## config.mk

```make
export PLATFORM = sky130hd
export DESIGN_NAME = apresentador_pergunta
export DESIGN_NICKNAME = d
export VERILOG_FILES = /design/src/rtl/apresentador_pkg.sv /design/src/rtl/apresentador_pergunta_temporizador_led.sv /design/src/rtl/apresentador_pergunta.sv
export SDC_FILE = /design/constraint.sdc
export NUM_CORES = 1
export LEC_CHECK = 0
export BUFFER_PORTS_ARGS = -buffer_cell sky130_fd_sc_hd__buf_4
export CORE_ASPECT_RATIO = 1.1
export CORE_MARGIN = 2
export CORE_UTILIZATION = 28
export DETAILED_ROUTE_END_ITERATION = 10
export PLACE_DENSITY_LB_ADDON = 0.1
export SLEW_MARGIN = 20
export SYNTH_ARGS = -nofsm -noshare
export SYNTH_HDL_FRONTEND = slang
export SYNTH_HIERARCHICAL = 1
export SYNTH_SLANG_ARGS = --single-unit
```

## constraint.sdc

```tcl
create_clock -name clock -period 6.4 [get_ports clock]
set_input_delay 0.64 -clock clock [delete_from_list [all_inputs] [get_ports clock]]
set_output_delay 0.64 -clock clock [all_outputs]
set_load 0.02 [all_outputs]
```

## src/rtl/apresentador_pkg.sv

```systemverilog
// Shared definitions for the question-presentation sequencer.
// Latency: n/a (types and constants only).
// Backpressure: n/a.
package apresentador_pkg;

  // Sequencer states. The code doubles as the debug state code.
  typedef enum logic [2:0] {
    OCIOSO  = 3'd0,
    BUSCA   = 3'd1,
    CARREGA = 3'd2,
    LIGA    = 3'd3,
    DESLIGA = 3'd4,
    AVANCA  = 3'd5,
    FIM     = 3'd6
  } estado_t;

  // Debug code reported while the state register holds an unused encoding.
  localparam logic [3:0] DB_ILEGAL = 4'hF;

  // Display timing for the real game.
  localparam int T_ON_PADRAO  = 1000;
  localparam int T_OFF_PADRAO = 500;

  // Short timing used in simulation so a full question fits in a few cycles.
  localparam int T_ON_SIM  = 4;
  localparam int T_OFF_SIM = 2;

  // Larger of two integers; sizes the shared LED timer.
  function automatic int max2(input int a, input int b);
    return (a > b) ? a : b;
  endfunction

endpackage

```

## src/rtl/apresentador_pergunta_temporizador_led.sv

```systemverilog
// Cycle counter that flags the last cycle of a programmable interval.
// Latency: fim is combinational from the count register; the count updates one cycle after conta.
// Backpressure: none; zera has priority over conta.
module temporizador_led #(
  parameter int W = 4
) (
  input  logic         clock,
  input  logic         reset_n,
  input  logic         zera,
  input  logic         conta,
  input  logic [W-1:0] limite,
  output logic         fim
);

  logic [W-1:0] contagem;

  // Counter: clear on zera, otherwise advance while conta is high.
  always_ff @(posedge clock or negedge reset_n) begin
    if (!reset_n) begin
      contagem <= '0;
    end else if (zera) begin
      contagem <= '0;
    end else if (conta) begin
      contagem <= contagem + W'(1);
    end
  end

  assign fim = (contagem == (limite - W'(1)));

endmodule

```

## src/rtl/apresentador_pergunta.sv

```systemverilog
// Walks the question ROM, lighting each entry for T_ON cycles then blanking for T_OFF, and pulses pronto at the end.
// Latency: T_ON+T_OFF+3 cycles per entry; pronto arrives N*(T_ON+T_OFF+3)+1 cycles after iniciar is sampled.
// Backpressure: none; iniciar is ignored while ocupado, abortar returns to idle on the next edge.
module apresentador_pergunta
  import apresentador_pkg::*;
#(
  parameter int DATA_W = 4,
  parameter int ADDR_W = 4,
  parameter int T_ON   = T_ON_PADRAO,
  parameter int T_OFF  = T_OFF_PADRAO
) (
  input  logic              clock,
  input  logic              reset_n,
  input  logic              iniciar,
  input  logic              abortar,
  input  logic [ADDR_W-1:0] num_itens,
  output logic [ADDR_W-1:0] endereco,
  input  logic [DATA_W-1:0] dado_rom,
  output logic [DATA_W-1:0] leds,
  output logic              led_ativo,
  output logic              ocupado,
  output logic              pronto,
  output logic [3:0]        db_estado
);

  // One timer serves both intervals, so it is sized for the longer one.
  localparam int TW = $clog2(max2(T_ON, T_OFF)) + 1;

  estado_t           estado;
  estado_t           proximo;
  logic [ADDR_W-1:0] indice;
  logic [ADDR_W-1:0] ultimo_idx;
  logic [DATA_W-1:0] dado_reg;
  logic              zera_tmp;
  logic              conta_tmp;
  logic              fim_tmp;
  logic [TW-1:0]     limite_tmp;
  logic              inicia;
  logic              ultimo;

  // abortar wins over a simultaneous iniciar.
  assign inicia = iniciar & ~abortar;
  assign ultimo = (indice == ultimo_idx);

  // The interval being timed depends on which phase of the entry we are in.
  assign limite_tmp = (estado == DESLIGA) ? TW'(T_OFF) : TW'(T_ON);

  temporizador_led #(
    .W(TW)
  ) u_temporizador (
    .clock  (clock),
    .reset_n(reset_n),
    .zera   (zera_tmp),
    .conta  (conta_tmp),
    .limite (limite_tmp),
    .fim    (fim_tmp)
  );

  // State register.
  always_ff @(posedge clock or negedge reset_n) begin
    if (!reset_n) begin
      estado <= OCIOSO;
    end else begin
      estado <= proximo;
    end
  end

  // Next state and timer control; abortar overrides every non-idle transition.
  always_comb begin
    proximo   = estado;
    zera_tmp  = 1'b0;
    conta_tmp = 1'b0;
    case (estado)
      OCIOSO: begin
        if (inicia) begin
          proximo = BUSCA;
        end
      end
      BUSCA: begin
        proximo = CARREGA;
      end
      CARREGA: begin
        zera_tmp = 1'b1;
        proximo  = LIGA;
      end
      LIGA: begin
        if (fim_tmp) begin
          zera_tmp = 1'b1;
          proximo  = DESLIGA;
        end else begin
          conta_tmp = 1'b1;
        end
      end
      DESLIGA: begin
        if (fim_tmp) begin
          zera_tmp = 1'b1;
          proximo  = AVANCA;
        end else begin
          conta_tmp = 1'b1;
        end
      end
      AVANCA: begin
        proximo = ultimo ? FIM : BUSCA;
      end
      FIM: begin
        proximo = OCIOSO;
      end
      default: begin
        proximo = OCIOSO;
      end
    endcase
    if (abortar && (estado != OCIOSO)) begin
      proximo = OCIOSO;
    end
  end

  // Player-facing outputs decoded from the current state.
  always_comb begin
    leds      = '0;
    led_ativo = 1'b0;
    ocupado   = 1'b1;
    pronto    = 1'b0;
    db_estado = {1'b0, estado};
    case (estado)
      OCIOSO: begin
        ocupado = 1'b0;
      end
      LIGA: begin
        leds      = dado_reg;
        led_ativo = 1'b1;
      end
      FIM: begin
        pronto = 1'b1;
      end
      BUSCA, CARREGA, DESLIGA, AVANCA: begin
      end
      default: begin
        db_estado = DB_ILEGAL;
      end
    endcase
  end

  // Index and last-entry registers: loaded on start, index advances between entries and never wraps.
  always_ff @(posedge clock or negedge reset_n) begin
    if (!reset_n) begin
      indice     <= '0;
      ultimo_idx <= '0;
    end else if ((estado == OCIOSO) && inicia) begin
      indice     <= '0;
      ultimo_idx <= num_itens;
    end else if ((estado == AVANCA) && !ultimo && !abortar) begin
      indice <= indice + ADDR_W'(1);
    end
  end

  // Capture the ROM word in the cycle its read data is valid.
  always_ff @(posedge clock or negedge reset_n) begin
    if (!reset_n) begin
      dado_reg <= '0;
    end else if (estado == CARREGA) begin
      dado_reg <= dado_rom;
    end
  end

  assign endereco = indice;

endmodule

```

# [After elaboration in Yosys (flattened, before gate mapping)]
# Index checks and enable logic that the tools add are counted.
[op_classes] reduce_logical=13 n_eq_ne=11 addsub=3 bitwise=2 muxes=20
[ops] cell="$mux 11" count=2
[ops] cell="$pmux 3 s6" count=1
[ops] cell="$mux 4" count=4
[ops] cell="$mux 3" count=5
[ops] cell="$add 11x1->11 const B" count=1
[ops] cell="$eq 11x11->1" count=1
[ops] cell="$sub 10x1->11 const B" count=1
[ops] cell="$mux 10" count=1
[ops] cell="$eq 3x3->1 const B" count=3
[ops] cell="$reduce_or 7->1" count=1
[ops] cell="$eq 3x2->1 const B" count=2
[ops] cell="$mux 1" count=6
[ops] cell="$ne 3x3->1 const B" count=2
[ops] cell="$add 4x1->4 const B" count=1
[ops] cell="$eq 4x4->1" count=1
[ops] cell="$logic_and 1x1->1" count=4
[ops] cell="$reduce_bool 2->1" count=2
[ops] cell="$eq 3x1->1 const B" count=1
[ops] cell="$logic_not 3->1" count=1
[ops] cell="$ne 3x2->1 const B" count=1
[ops] cell="$reduce_and 3->1" count=1
[ops] cell="$reduce_bool 3->1" count=1
[ops] cell="$logic_not 1->1" count=2
[ops] cell="$pmux 1 s2" count=1
[ops] cell="3 further kinds" count=3
[totals] inputBits=12 out_inout_bits=15 wordCells=54 reg_bits=26

# [Logic depth before layout (Yosys ltp)]
# Gate-level depths: netlist (run 1).
[logic_depth] depth_word=8 depth_mapped=16 depth_no_buf=15

# [By module]
# Netlist (run 1), hierarchy kept.
[by_module_without_submodules] mod="temporizador_led" cells_each=112 area_each_um2=983.4 instances=1 seq_area_each_um2=275.3
[by_module_without_submodules] mod="apresentador_pergunta" cells_each=88 area_each_um2=859.6 instances=1 seq_area_each_um2=375.4

# [Least setup slack after synthesis (run 1)]
# Ideal clock, no wire load.
[synth_path] kind="flip-flop to flip-flop" startpoint="register estado[2]" endpoint="register u_temporizador.contagem[8]" n_path_buf=1 period_less_slack_ps=4109 setup_ps=132 slack_ps=2291 t_required_ps=6268 stages_incl_launch_ff=17 arrival_ps=3977 path_cell_list="dfrtp_1 clkbuf_1 or2b_1 nor2_1 inv_1 nor3_2 and2_1 o21ai_1 a211o_1 nor4b_4 nor2b_1 o21ai_0 nor2_1 nor3b_1 and3_1 xnor2_1 nor2_1"
[synth_via] elab_chain_cells=7 word_cells_on_any_way=13 classes_between="add/sub: 1; eq/ne: 4; mux: 6; reduce/logical: 2"
[synth_lines] element="start: declaration" line="apresentador_pergunta.sv:29" rtl="estado_t estado;"
[synth_lines] element="start signal: assignment" line="apresentador_pergunta.sv:64" rtl="estado <= proximo;"
[synth_lines] element="$eq 3x3->1 *" line="apresentador_pergunta.sv:46" rtl="assign limite_tmp = (estado == DESLIGA) ? TW'(T_OFF) : TW'(T_ON);"
[synth_lines] element="$mux 10 *" line="apresentador_pergunta.sv:46"
[synth_lines] element="named net limite_tmp[2]" line="apresentador_pergunta.sv:37" rtl="logic [TW-1:0] limite_tmp;"
[synth_lines] element="$sub 10x1->11 *" line="apresentador_pergunta_temporizador_led.sv:28" rtl="assign fim = (contagem == (limite - W'(1)));"
[synth_lines] element="$eq 11x11->1 *" line="apresentador_pergunta_temporizador_led.sv:28"
[synth_lines] element="named net fim_tmp" line="apresentador_pergunta.sv:36" rtl="logic fim_tmp;"
[synth_lines] element="$mux 1 *" line="apresentador_pergunta.sv:87, apresentador_pergunta.sv:95"
[synth_lines] element="$pmux 1 s2 *" line="apresentador_pergunta.sv:73" rtl="case (estado)"
[synth_lines] element="named net zera_tmp" line="apresentador_pergunta.sv:34" rtl="logic zera_tmp;"
[synth_lines] element="$mux 11 or $reduce_bool 2->1 (tied branches)"
[synth_lines] element="end signal: assignment" line="apresentador_pergunta_temporizador_led.sv:24" rtl="contagem <= contagem + W'(1);"
[synth_lines] element="end: declaration" line="apresentador_pergunta_temporizador_led.sv:15" rtl="logic [W-1:0] contagem;"
# Mark *: on every way through the listed nets, which the timed path passes. The rest lies on a longest branch.
# A chain may end at the register's enable or synchronous reset.

# [Worst setup path in the final report (run 1)]
[layout_path] startpoint="register estado[1]" endpoint="register u_temporizador.contagem[8]"
# The elaborated chain is that of the path after synthesis.

==> results of run 1 <==
==> power groups by stage <==
stage	clock network, uW	logic [uW]	registers, uW
2_1_floorplan	0	78.0	203
3_3_place_gp	0	95.9	212
3_5_place_dp	0	95.7	212
4_1_cts	146	95.9	209
5_1_grt	155	107	213
6_report	141	95.0	209
==> final timing paths <==
kind                       slack (ps)                          to        start  cells after the start
hold reg to reg                   510                 dado_reg[1]  dado_reg[1]                      1
setup / recovery                 1680  u_temporizador/contagem[8]    estado[1]                     16
min in group clock                510                 dado_reg[1]  dado_reg[1]                      1
setup reg to reg                 1680  u_temporizador/contagem[8]    estado[1]                     16
max in group asynchronous        5880                 dado_reg[0]      reset_n                      1
hold / removal                    250                 endereco[1]      reset_n                      1
==> area by class of cell <==
| class | instances | area share, % |
|---|---|---|
| clock buffer | 3 | 1.85 |
| sequential | 26 | 29.1 |
| tap | 82 | 4.59 |
| clock inverter | 1 | 1.34 |
| multi-input combinational | 176 | 53.0 |
| inverter | 6 | 1.01 |
| timing repair buffer | 27 | 9.07 |
==> per-stage QoR <==
step,instance area (um^2),utilization (%),setup WS (ps)
4_1_cts,2230,34.5,1700
3_3_place_gp,2160,33.4,1850
5_1_grt,2230,34.5,1290
2_1_floorplan,1920,-,2290
6_report,2230,34.5,1680
3_5_place_dp,2160,33.4,1720
==> cells by family after synthesis <==
logic type	after synthesis
mux	9
simple gates	90
fa+ha+maj	3
compound gates	29
xor+xnor	22
flops	26
buf+inv	19
other cells	2
==> layout by cell type (no fill, tap or decap), types with 6 or more instances in the layout <==
master and count:
buf_4 27, conb_1 23, dfrtp_1 26, inv_1 6
nand2_1 12, nand4_1 8, nor2_1 24, o21ai_0 8
xnor2_1 11, xor2_1 11
==> layer usage <==
layer	track usage [%]	wire length, um
met1	15.5	1910
met2	19.7	1830
met3	1.52	80
met4	3.24	24
met5	0	0
==> results.json, run 1 <==
{
  "grt-ovfl-total": 0,
  "n_antenna_cell": 0,
  "critPathKind": "flop to flop",
  "path_clk_slew_ps": 100,
  "yosys.area.top_type": "dfrtp_1",
  "clockBufferDepth": 2,
  "fp.coreArea_um2": 6480,
  "power_uw": 444,
  "syn-instance-count": 200,
  "seq_area_um2": 651,
  "cts_made_buffers": 3,
  "post-route-drc-count": 0,
  "clockPowerShare_pct": 31.6,
  "synth_top_area_share_pct": 35.3,
  "async_flop_share_pct": 100,
  "grt_usage_pct": 11.6,
  "crit_fanout": 13,
  "wirelength_mm": 3.84,
  "status": "complete, no violations",
  "cap_violations": 0,
  "max_freq_ghz": 0.212,
  "largest_reg_flops": 11,
  "power.switching_uw": 121,
  "initial_utilization_pct": 28.5,
  "crit_slowest_cell": "nor2_1",
  "muxShareOfSynthArea_pct": 6.25,
  "nFillCells": 685,
  "slew_viol_final": 0,
  "synthFlopType": "dfrtp_1",
  "dp_hpwl_mm": 2.84,
  "num_vias": 1467,
  "cp.required_ps": 6570,
  "maxSlewHeadroom_pct": 42.6,
  "critPathBufInv": 2,
  "worstSkewPairLatency_ps": 280,
  "post_cts_buffers": 0,
  "wl_per_cell_um": 12.0,
  "p_per_area_nw_per_um2": 199,
  "syn_area_um2": 1840,
  "synth_xor_area_share_pct": 10.5,
  "skew_ps": 8.54,
  "area_growth_pct": 21.2,
  "rows": 31,
  "rsz0062_at_grt": "false",
  "seqPwrFrac_pct": 47.0,
  "clock-sinks": 26,
  "cp.arrival_ps": 4900,
  "synth-simple-area-share_pct": 29.7,
  "p_int_uw": 323,
  "syn_area_per_cell_um2": 9.22,
  "io_pins": 27,
  "first_iter_violations": 54,
  "min_period_ps": 4720,
  "path_cells": "or2b_1, nor2_1, inv_1, nor3_2, and2_1, o21ai_1, a211o_1, nor4b_4, nor2b_1, o21ai_0, buf_4, nor2_1, nor3b_1, and3_1, xnor2_1, nor2_1",
  "worstMarginPinSlew_ps": 857,
  "io_buffer_count": 26,
  "multiInputGateArea_um2": 1180,
  "cts_resized": 0,
  "synth-seq-cells": 26,
  "die-width_um": 81.4,
  "die_area_um2": 7250,
  "synth.area.top_cells": "dfrtp_1 (35%), xnor2_1 (5.2%), xor2_1 (5.2%), nor2_1 (4.9%), mux2_4 (3.3%)",
  "path_delay_family": "simple AND/OR/NAND/NOR gates",
  "yosys-top-cells-count": "dfrtp_1 (26), nor2_1 (24), nand2_1 (12)",
  "routabilityCongestion": 0.749,
  "ys_types": 55,
  "cts.hold.buffers_added": 0,
  "hold_ws_ps": 254,
  "cp-end-kind": "flop",
  "swShare_pct": 27.3,
  "finalCritPeriodShare_pct": 73.8,
  "hp-class": "primary input to asynchronous set/reset pin",
  "fp.dieH_um": 89.1,
  "dr.pass1.iters": 4,
  "synth-edff-count": 0,
  "cts_root_buffer": "clkbuf_8",
  "finalSetupViolCount": 0,
  "grt_pass1_wl_mm": 6.63,
  "fin_setup_tns_ps": 0,
  "finalNonFillerCells": 321,
  "combPwrFrac_pct": 21.4,
  "tritoncts": "yes",
  "synth_top_family_by_area": "simple AND/OR/NAND/NOR gates",
  "drive_gt1_share_pct": 20.1,
  "synth-adder-area-share_pct": 2.04,
  "synth_seq_area_share_pct": 35.3,
  "yosysWarnings": 6,
  "startpoint_type": "flop",
  "yosysMostFrequentCell": "dfrtp_1",
  "ant_nets": 0,
  "placed_cells": 317,
  "grt_pass1_vias": 1400,
  "grt_max_degree": 27,
  "irDropWorstVdd_uv": 85.6,
  "htree_levels": 1,
  "final_nets": 255,
  "critPathMostFrequentCell": "nor2_1",
  "critPathMaxStageDelay_ps": 660,
  "antenna_found_initial": 0,
  "regMostFlops": "u_temporizador/contagem",
  "synth_compound_area_share_pct": 11.2,
  "hold_viol": 0,
  "p_leak_uw": 0.000996,
  "routed_via_density": 4.57
}
Note: power is estimated with default switching activity, not from simulation.
==> run 2: changes to the inputs <==
Clock period 6.4 ns to 4.9 ns, I/O delays scaled along.
==> results.json, run 2 (same netlist as run 1, synthesis figures left out) <==
{
  "finalSetupViolCount": 0,
  "grt_max_degree": 27,
  "skew_ps": 4.97,
  "routed_via_density": 4.55,
  "layout_common_cells": "buf_4 (29), dfrtp_1 (26), nor2_1 (24)",
  "cts_root_buffer": "clkbuf_8",
  "io_pins": 27,
  "fp.dieH_um": 89.1,
  "dp_hpwl_mm": 2.89,
  "final_nets": 257,
  "regMostFlops": "u_temporizador/contagem",
  "critPathMaxStageDelay_ps": 520,
  "area_growth_pct": 22.1,
  "path_cells": "or2b_1, nor2_1, buf_4, inv_1, nor3_2, and2_1, o21ai_1, a211o_1, nor4b_4, nor2b_1, o21ai_0, nor2_1, nor3b_1, and3_1, xnor2_1, nor2_1",
  "routabilityCongestion": 0.721,
  "crit_fanout": 13,
  "cp.arrival_ps": 4030,
  "die_area_um2": 7250,
  "irDropWorstVdd_uv": 118,
  "cp.required_ps": 5070,
  "rows": 31,
  "htree_levels": 1,
  "p_per_area_nw_per_um2": 258,
  "clock-sinks": 26,
  "grt-ovfl-total": 0,
  "worstSkewPairLatency_ps": 280,
  "post_cts_buffers": 0,
  "p_leak_uw": 0.00101,
  "hp-class": "primary input to asynchronous set/reset pin",
  "die-width_um": 81.4,
  "finalCritPeriodShare_pct": 78.6,
  "io_buffer_count": 26,
  "clockBufferDepth": 2,
  "startpoint_type": "flop",
  "drive_gt1_share_pct": 20.7,
  "hold_viol": 0,
  "path_clk_slew_ps": 100,
  "post-route-drc-count": 0,
  "fp.coreArea_um2": 6480,
  "tritoncts": "yes",
  "max_freq_ghz": 0.260,
  "critPathBufInv": 2,
  "slew_viol_final": 0,
  "wl_per_cell_um": 12.0,
  "dr.pass1.iters": 4,
  "critPathMostFrequentCell": "nor2_1",
  "rsz0062_at_grt": "false",
  "n_antenna_cell": 0,
  "grt_pass1_wl_mm": 7.00,
  "cts_made_buffers": 3,
  "wirelength_mm": 3.89,
  "final_common_cell": "buf_4",
  "antenna_found_initial": 0,
  "fin_setup_tns_ps": 0,
  "crit_slowest_cell": "dfrtp_1",
  "reg2reg_setup_slack_ps": 1050,
  "cts.hold.buffers_added": 0,
  "initial_utilization_pct": 28.5,
  "grt_pass1_vias": 1440,
  "num_vias": 1470,
  "ant_nets": 0,
  "largest_reg_flops": 11,
  "cap_violations": 0,
  "critPathKind": "flop to flop",
  "power_uw": 580,
  "grt_usage_pct": 12.3,
  "cts_resized": 0,
  "status": "complete, no violations",
  "min_period_ps": 3850,
  "path_delay_family": "simple AND/OR/NAND/NOR gates",
  "cp-end-kind": "flop",
  "first_iter_violations": 65
}
[run 2: where the power goes]
part	internal, uW	switching, uW
Sequential	244	29.0
Clock	109	72.9
Combinational	68.5	56.5
Total	422	158
[run 2: per-layer routing]
layer / vias up / global-route usage (%) / part of all wire, %
met2: 37 / 19.7 / 48
met3: 4 / 2.42 / 4.2
met4: 0 / 3.85 / 1.0
met1: 667 / 16.8 / 47
li1: 762 / - / -
met5: - / 0 / 0
[run 2: worst paths after layout]
kind | startpoint | end | cells after the start
worst max-delay path | estado[2] | u_temporizador/contagem[8] | 16
worst max register to register | estado[2] | u_temporizador/contagem[8] | 16
min in group clock | abortar | estado[0] | 2
max in group asynchronous | reset_n | u_temporizador/contagem[9] | 1
worst min-delay path | reset_n | endereco[1] | 1
worst min register to register | dado_reg[1] | dado_reg[1] | 1
[run 2: metrics by stage]
step	area, um^2	cells	util (%)	setup WS [ps]	hold WS (ps)
after global routing	2250	323	34.7	517	121
after global placement	2180	319	33.6	1160	429
after floorplan	1920	221	-	791	194
after CTS	2250	323	34.7	1030	113
after detailed placement	2180	319	33.6	1070	427
final	2250	323	34.7	1050	101
[run 2: final cells by class]
cell class | instances | area, um^2
clock buffer | 3 | 41.3
clock inverter | 1 | 30.0
inverter | 6 | 22.5
fill | 680 | 4230
timing repair buffer | 29 | 218
sequential | 26 | 651
multi-input combinational | 176 | 1180
tap | 82 | 103
[run 2: worst register-to-register path, delay by kind of cell, from the launching register on]
kind,cells,cell delay (ps)
xor+xnor,1,110
buf+inv,2,280
compound gates,3,610
simple gates,10,2250
flops,1,520
